[src/rtl/dslogic_pkg.sv]
// Shared definitions for the capture-path blocks: pad word, packer FSM encoding
// and the default output-buffer depth.
package dslogic_pkg;

    localparam logic [15:0] RLE_PAD        = 16'h8000;
    localparam int unsigned FIFO_DEPTH_DEF = 16;

    typedef enum logic [2:0] {
        IDLE  = 3'd0,
        RUN   = 3'd1,
        FLUSH = 3'd2,
        DRAIN = 3'd3,
        DONE  = 3'd4
    } rle_state_t;

endpackage

[src/rtl/rle_pack_fifo.sv]
// Synchronous first-word-fall-through FIFO; a write into a full FIFO is only
// accepted when a read frees a slot in the same cycle.
module rle_pack_fifo #(
    parameter int unsigned DEPTH = 16,
    parameter int unsigned WIDTH = 32,
    localparam int unsigned AW = $clog2(DEPTH)
)(
    input  logic             core_clk,
    input  logic             core_rst,
    input  logic             clr,
    input  logic             wr_en,
    input  logic [WIDTH-1:0] wr_data,
    input  logic             rd_en,
    output logic [WIDTH-1:0] rd_data,
    output logic             full,
    output logic             empty,
    output logic [AW:0]      level
);

    localparam logic [AW:0] FULL_LVL = (AW+1)'(DEPTH);

    logic [WIDTH-1:0] mem [DEPTH];
    logic [AW-1:0]    wr_ptr;
    logic [AW-1:0]    rd_ptr;
    logic [AW:0]      count;
    logic             wr_ok;
    logic             rd_ok;

    assign full  = (count == FULL_LVL);
    assign empty = (count == '0);
    assign level = count;
    assign wr_ok = wr_en && (!full || rd_en);
    assign rd_ok = rd_en && !empty;

    // Gated so the output reads zero whenever nothing is queued (incl. reset).
    assign rd_data = empty ? '0 : mem[rd_ptr];

    always_ff @(posedge core_clk) begin
        if (wr_ok && !clr)
            mem[wr_ptr] <= wr_data;
    end

    always_ff @(posedge core_clk or posedge core_rst) begin
        if (core_rst) begin
            wr_ptr <= '0;
            rd_ptr <= '0;
            count  <= '0;
        end else if (clr) begin
            wr_ptr <= '0;
            rd_ptr <= '0;
            count  <= '0;
        end else begin
            if (wr_ok)
                wr_ptr <= wr_ptr + AW'(1);
            if (rd_ok)
                rd_ptr <= rd_ptr + AW'(1);
            case ({wr_ok, rd_ok})
                2'b10:   count <= count + (AW+1)'(1);
                2'b01:   count <= count - (AW+1)'(1);
                default: count <= count;
            endcase
        end
    end

endmodule

[src/rtl/rle_pack.sv]
// Packs pairs of 16-bit RLE words into 32-bit memory words, pads an odd tail
// on flush and buffers the result toward the memory writer.
module rle_pack
    import dslogic_pkg::*;
#(
    parameter int unsigned FIFO_DEPTH = FIFO_DEPTH_DEF,
    parameter int unsigned CNT_W      = 24
)(
    input  logic             core_clk,
    input  logic             core_rst,
    input  logic             rle_en,
    input  logic [15:0]      rle_data,
    input  logic             rle_valid,
    input  logic             flush,
    output logic [31:0]      mem_data,
    output logic             mem_valid,
    input  logic             mem_ready,
    output logic [CNT_W-1:0] word_cnt,
    output logic             overflow,
    output logic             flush_done
);

    localparam int unsigned AW = $clog2(FIFO_DEPTH);

    rle_state_t  state;
    rle_state_t  state_nxt;

    logic [15:0] half_data;
    logic        half_full;
    logic        push_req;
    logic [31:0] push_word;
    logic        accept;
    logic        pad_push;
    logic        pop;
    logic        fifo_full;
    logic        fifo_empty;
    logic [AW:0] fifo_level;

    assign mem_valid = !fifo_empty;
    assign pop       = mem_valid && mem_ready;

    always_ff @(posedge core_clk or posedge core_rst) begin
        if (core_rst)
            state <= IDLE;
        else
            state <= state_nxt;
    end

    always_comb begin
        state_nxt = state;
        if (!rle_en) begin
            state_nxt = IDLE;
        end else begin
            case (state)
                IDLE:    state_nxt = RUN;
                RUN:     if (flush) state_nxt = FLUSH;
                FLUSH:   state_nxt = DRAIN;
                DRAIN:   if (fifo_level == '0 && !push_req) state_nxt = DONE;
                DONE:    state_nxt = DONE;
                default: state_nxt = IDLE;
            endcase
        end
    end

    always_comb begin
        accept     = 1'b0;
        pad_push   = 1'b0;
        flush_done = 1'b0;
        case (state)
            RUN:     accept     = rle_valid;
            FLUSH:   pad_push   = half_full;
            DONE:    flush_done = 1'b1;
            default: ;
        endcase
    end

    // Pairs are staged one cycle in push_word, so a pair completed on the flush
    // cycle and the pad pushed from FLUSH never compete for the FIFO port.
    always_ff @(posedge core_clk or posedge core_rst) begin
        if (core_rst) begin
            half_data <= '0;
            half_full <= 1'b0;
            push_req  <= 1'b0;
            push_word <= '0;
            word_cnt  <= '0;
            overflow  <= 1'b0;
        end else if (!rle_en) begin
            half_data <= '0;
            half_full <= 1'b0;
            push_req  <= 1'b0;
            push_word <= '0;
            word_cnt  <= '0;
            overflow  <= 1'b0;
        end else begin
            push_req <= 1'b0;
            if (accept) begin
                if (half_full) begin
                    push_req  <= 1'b1;
                    push_word <= {rle_data, half_data};
                    half_full <= 1'b0;
                end else begin
                    half_data <= rle_data;
                    half_full <= 1'b1;
                end
            end else if (pad_push) begin
                push_req  <= 1'b1;
                push_word <= {RLE_PAD, half_data};
                half_full <= 1'b0;
            end
            if (pop && word_cnt != '1)
                word_cnt <= word_cnt + CNT_W'(1);
            if (push_req && fifo_full && !pop)
                overflow <= 1'b1;
        end
    end

    rle_pack_fifo #(
        .DEPTH (FIFO_DEPTH),
        .WIDTH (32)
    ) u_fifo (
        .core_clk (core_clk),
        .core_rst (core_rst),
        .clr      (!rle_en),
        .wr_en    (push_req),
        .wr_data  (push_word),
        .rd_en    (pop),
        .rd_data  (mem_data),
        .full     (fifo_full),
        .empty    (fifo_empty),
        .level    (fifo_level)
    );

endmodule
[config.mk]
export PLATFORM = sky130hd
export DESIGN_NAME = rle_pack
export DESIGN_NICKNAME = d
export VERILOG_FILES = /design/src/rtl/dslogic_pkg.sv /design/src/rtl/rle_pack_fifo.sv /design/src/rtl/rle_pack.sv
export SDC_FILE = /design/constraint.sdc
export NUM_CORES = 1
export LEC_CHECK = 0
export CAP_MARGIN = 20
export CORE_MARGIN = 4
export CORE_UTILIZATION = 60
export DETAILED_ROUTE_END_ITERATION = 6
export DONT_BUFFER_PORTS = 1
export PLACE_DENSITY = 0.75
export SYNTH_ARGS = -nofsm -noshare
export SYNTH_HDL_FRONTEND = slang
export SYNTH_HIERARCHICAL = 1
export SYNTH_SLANG_ARGS = --single-unit
[constraint.sdc]
create_clock -name core_clk -period 6.4 [get_ports core_clk]
set_input_delay 1.28 -clock core_clk [delete_from_list [all_inputs] [get_ports core_clk]]
set_output_delay 1.28 -clock core_clk [all_outputs]
set_load 0.01 [all_outputs]
==> metrics.csv <==
stage,metric,value,unit
global_routing,GRT met2 Usage,40.2,%
synthesis,asr flop ratio synth,15.1,%
critical_path,kind of critical path,flop to output port,
synthesis,"Top FF cell, synth",edfxtp_1,
final_layout,Layout fillers,2399,
global_routing,busiest grt layer,met2,
synthesis,post-synthesis cell area,23900,um^2
final_layout,Final nets,1302,
global_routing,vias in the first global route,12300,
sta,Fin. Hold Viols,0,
synthesis,Ys Warns,6,
sta,setup TNS,0,ns
global_routing,antenna violations before repair,0,
global_routing,GRT overflow,0,
clocking,clock latency on the worst-skew pair,0.62,ns
sta,RSZ-0062 raised after global routing,false,
sta,Tightest Pin Transition,1.13,ns
hold_path,worst hold path type,flop to flop,
power,VDD IR max,0.000220,V
sta,Slew Limit Fails,0,
synthesis,Cells after Synth,1252,
power,Pwr Density,295,nW/um^2
status,status,completed,
synthesis,number of synthesized flops with an enable pin,512,
routing,ANT nets after route,0,
synthesis,Seq cells post-synth,603,
floorplanning,IO Pins,81,
place,Final HPWL DP,27.9,mm
critical_path,max incr delay on CP,1.00,ns
global_routing,first-pass GRT wire length,80.2,mm
critical_path,slowest stage cell on the critical path,dfrtp_4,
routing,first-pass detailed-route iteration total,5,
clocking,H-tree depth,2,
sta,# setup viols final,0,
floorplanning,die footprint,43200,um^2
synthesis,Post-Syn Nets,1282,
clocking,Bufs on Longest Clock Path,3,
final_layout,"commonest non-fill, non-tap cell in the layout",edfxtp_1,
power,Pleak,7.63,nW
clocking,Root Buffer Master,clkbuf_16,
clocking,CTS Hold Bufs,0,
floorplanning,Die H,208,um
critical_path,critical path required time,5.12,ns
sta,Tcrit/Tclk final,72.2,%
critical_path,Worst setup EP type,output port,
final_layout,Final Util,68.2,%
floorplanning,num rows,72,
final_layout,"commonest non-fill, non-tap cells in the layout","512 x edfxtp_1, 160 x mux4_2, 109 x nand2_1, 87 x dfrtp_1, 59 x a21oi_1",
synthesis,"Seq/Total Area, Yosys",73.7,%
global_routing,pin count of the biggest net entering global routing,86,
routing,Via-to-Cell Ratio,6.51,
routing,DRC viols,0,
floorplanning,initial core utilization,61.4,%
critical_path,startpoint type of the worst setup path,flop,
floorplanning,Core ar.,39000,um^2
global_routing,GR Util met3,6.11,%
run,# Max-Cap Violations,0,
critical_path,CP most frequent cell,mux4_2,
sta,Final WS setup,1.78,ns
synthesis,library cells used by synthesis,55,
critical_path,"Cell Chain, Critical Path","buf_12, mux4_2, mux4_2, and2_1",
global_routing,M1 GR Usage,35.3,%
place,GPL Wtd Cong,0.857,
clocking,Clock transition at path regs,0.06,ns
sta,FMAX,0.216,GHz
routing,final wirelength,53.0,mm
sta,post-route clock skew,0.0326,ns
critical_path,Worst EP arrival,3.34,ns
floorplanning,Die X,208,um
routing,DR vias,12000,
global_routing,gr usage total,24.9,%
clocking,Sink Count,603,
clocking,Resized cells post-CTS,0,
sta,Tmin final,4.62,ns
clocking,post-CTS setup buffers,0,
clocking,CTS tree,built,
routing,initial drt markers,1269,
final_layout,fin area,26600,um^2
critical_path,CP max FO,74,
place,Placed Area,24600,um^2
sta,relative slew slack,24.6,%
clocking,Inserted Clock Buffers,57,
place,port bufs,0,
synthesis,Avg Synthesized Cell Area,19.1,um^2
final_layout,layout cells sized above 1,23.4,%
place,pre-CTS WS,2.24,ns
final_layout,area delta synth->final,11.1,%
routing,routed length per instance,28.8,um
layout make-up:
| class | count | area, um^2 | area share (%) |
|---|---|---|---|
| flip-flops and latches | 603 | 17700 | 66.4 |
| multi-input cells | 569 | 6020 | 22.6 |
| diodes | 1 | 2.50 | 0.00941 |
| repair buffers | 27 | 240 | 0.903 |
| clock buffers | 68 | 1510 | 5.67 |
| well taps | 518 | 648 | 2.44 |
| clock inverters | 40 | 468 | 1.76 |
| inverters | 14 | 53.8 | 0.202 |
report_power, final:
group | switching (mW) | total (mW) | internal [mW]
clock | 1.43 | 3.52 | 2.09
combinational | 0.0672 | 0.0926 | 0.0254
sequential | 0.0131 | 4.24 | 4.22
total | 1.51 | 7.85 | 6.34
state kept, by name, summed over array words and instances, names as in the netlist, 3 cells and up:
signal / flops
u_fifo/level: 5
half_data: 16
u_fifo/rd_ptr: 4
u_fifo/mem: 512
word_cnt: 24
state: 3
push_word: 32
u_fifo/wr_ptr: 4
critical path, delay by kind of cell (launching register included):
kind	cells	cell delay, ns
flops	1	1.00
mux	2	0.96
buf+inv	1	0.44
simple gates	1	0.22
logic make-up after synthesis:
family / share of synthesized area (%)
simple gates: 5.91
xor+xnor: 0.805
buf+inv: 1.58
compound gates: 2.06
mux: 15.5
fa+ha+maj: 0.418
flops: 73.7
metal layers:
layer  vias to the layer above  part of all wire [%]
met2                       609                    50
met4                         0                   2.1
met1                      6255                    38
li1                       5028                     -
met3                        79                    10
met5                         -                     0
metrics by stage:
| stage | cells | power (mW) | hold slack [ns] |
|---|---|---|---|
| 2_1_floorplan | 1252 | 4.39 | 0.494 |
| 3_3_place_gp | 1730 | 4.41 | 0.512 |
| 3_5_place_dp | 1730 | 4.41 | 0.516 |
| 4_1_cts | 1838 | 7.90 | 0.522 |
| 5_1_grt | 1839 | 8.10 | 0.548 |
| 6_report | 1840 | 7.85 | 0.521 |
worst paths after layout:
check,from,to,slack [ns],cells after the start
worst max-delay path,u_fifo/rd_ptr[1],mem_data[29],1.78,4
worst min-delay path,half_data[2],half_data[2],0.52,2
worst max register to register,u_fifo/level[4],u_fifo/mem[8][5],2.24,11
worst min register to register,half_data[2],half_data[2],0.52,2
max in group asynchronous,core_rst,push_word[20],4.89,2
min in group asynchronous,core_rst,u_fifo/rd_ptr[1],0.62,1
cells in the mapped netlist, types with 2 or more instances:
library cell | number | share of area [%]
and2_1 | 34 | 0.89
a2111oi_1 | 2 | 0.084
mux2_2 | 2 | 0.094
inv_1 | 13 | 0.20
and3b_1 | 2 | 0.073
nand4_1 | 8 | 0.21
mux4_2 | 160 | 15
and4b_1 | 2 | 0.084
ha_1 | 8 | 0.42
edfxtp_1 | 512 | 64
buf_1 | 14 | 0.22
a21oi_1 | 59 | 1.2
xnor2_1 | 18 | 0.66
nand2b_1 | 9 | 0.24
buf_4 | 12 | 0.38
buf_6 | 3 | 0.14
nand3_1 | 28 | 0.59
or4_1 | 3 | 0.094
and4_4 | 2 | 0.094
or3_1 | 2 | 0.052
nor4_2 | 3 | 0.16
buf_2 | 6 | 0.13
dfrtp_1 | 91 | 9.5
nor3b_1 | 2 | 0.063
a221oi_1 | 2 | 0.073
nor2b_1 | 6 | 0.16
mux2i_1 | 8 | 0.33
and3_1 | 3 | 0.078
a211oi_1 | 6 | 0.19
xor2_1 | 4 | 0.15
nor3_1 | 8 | 0.17
clkbuf_1 | 30 | 0.47
nand2_1 | 110 | 1.7
a31oi_1 | 2 | 0.052
o21ai_0 | 6 | 0.13
o31ai_1 | 2 | 0.063
nor2_1 | 52 | 0.82
No activity file was read; power rests on OpenSTA's default activity.
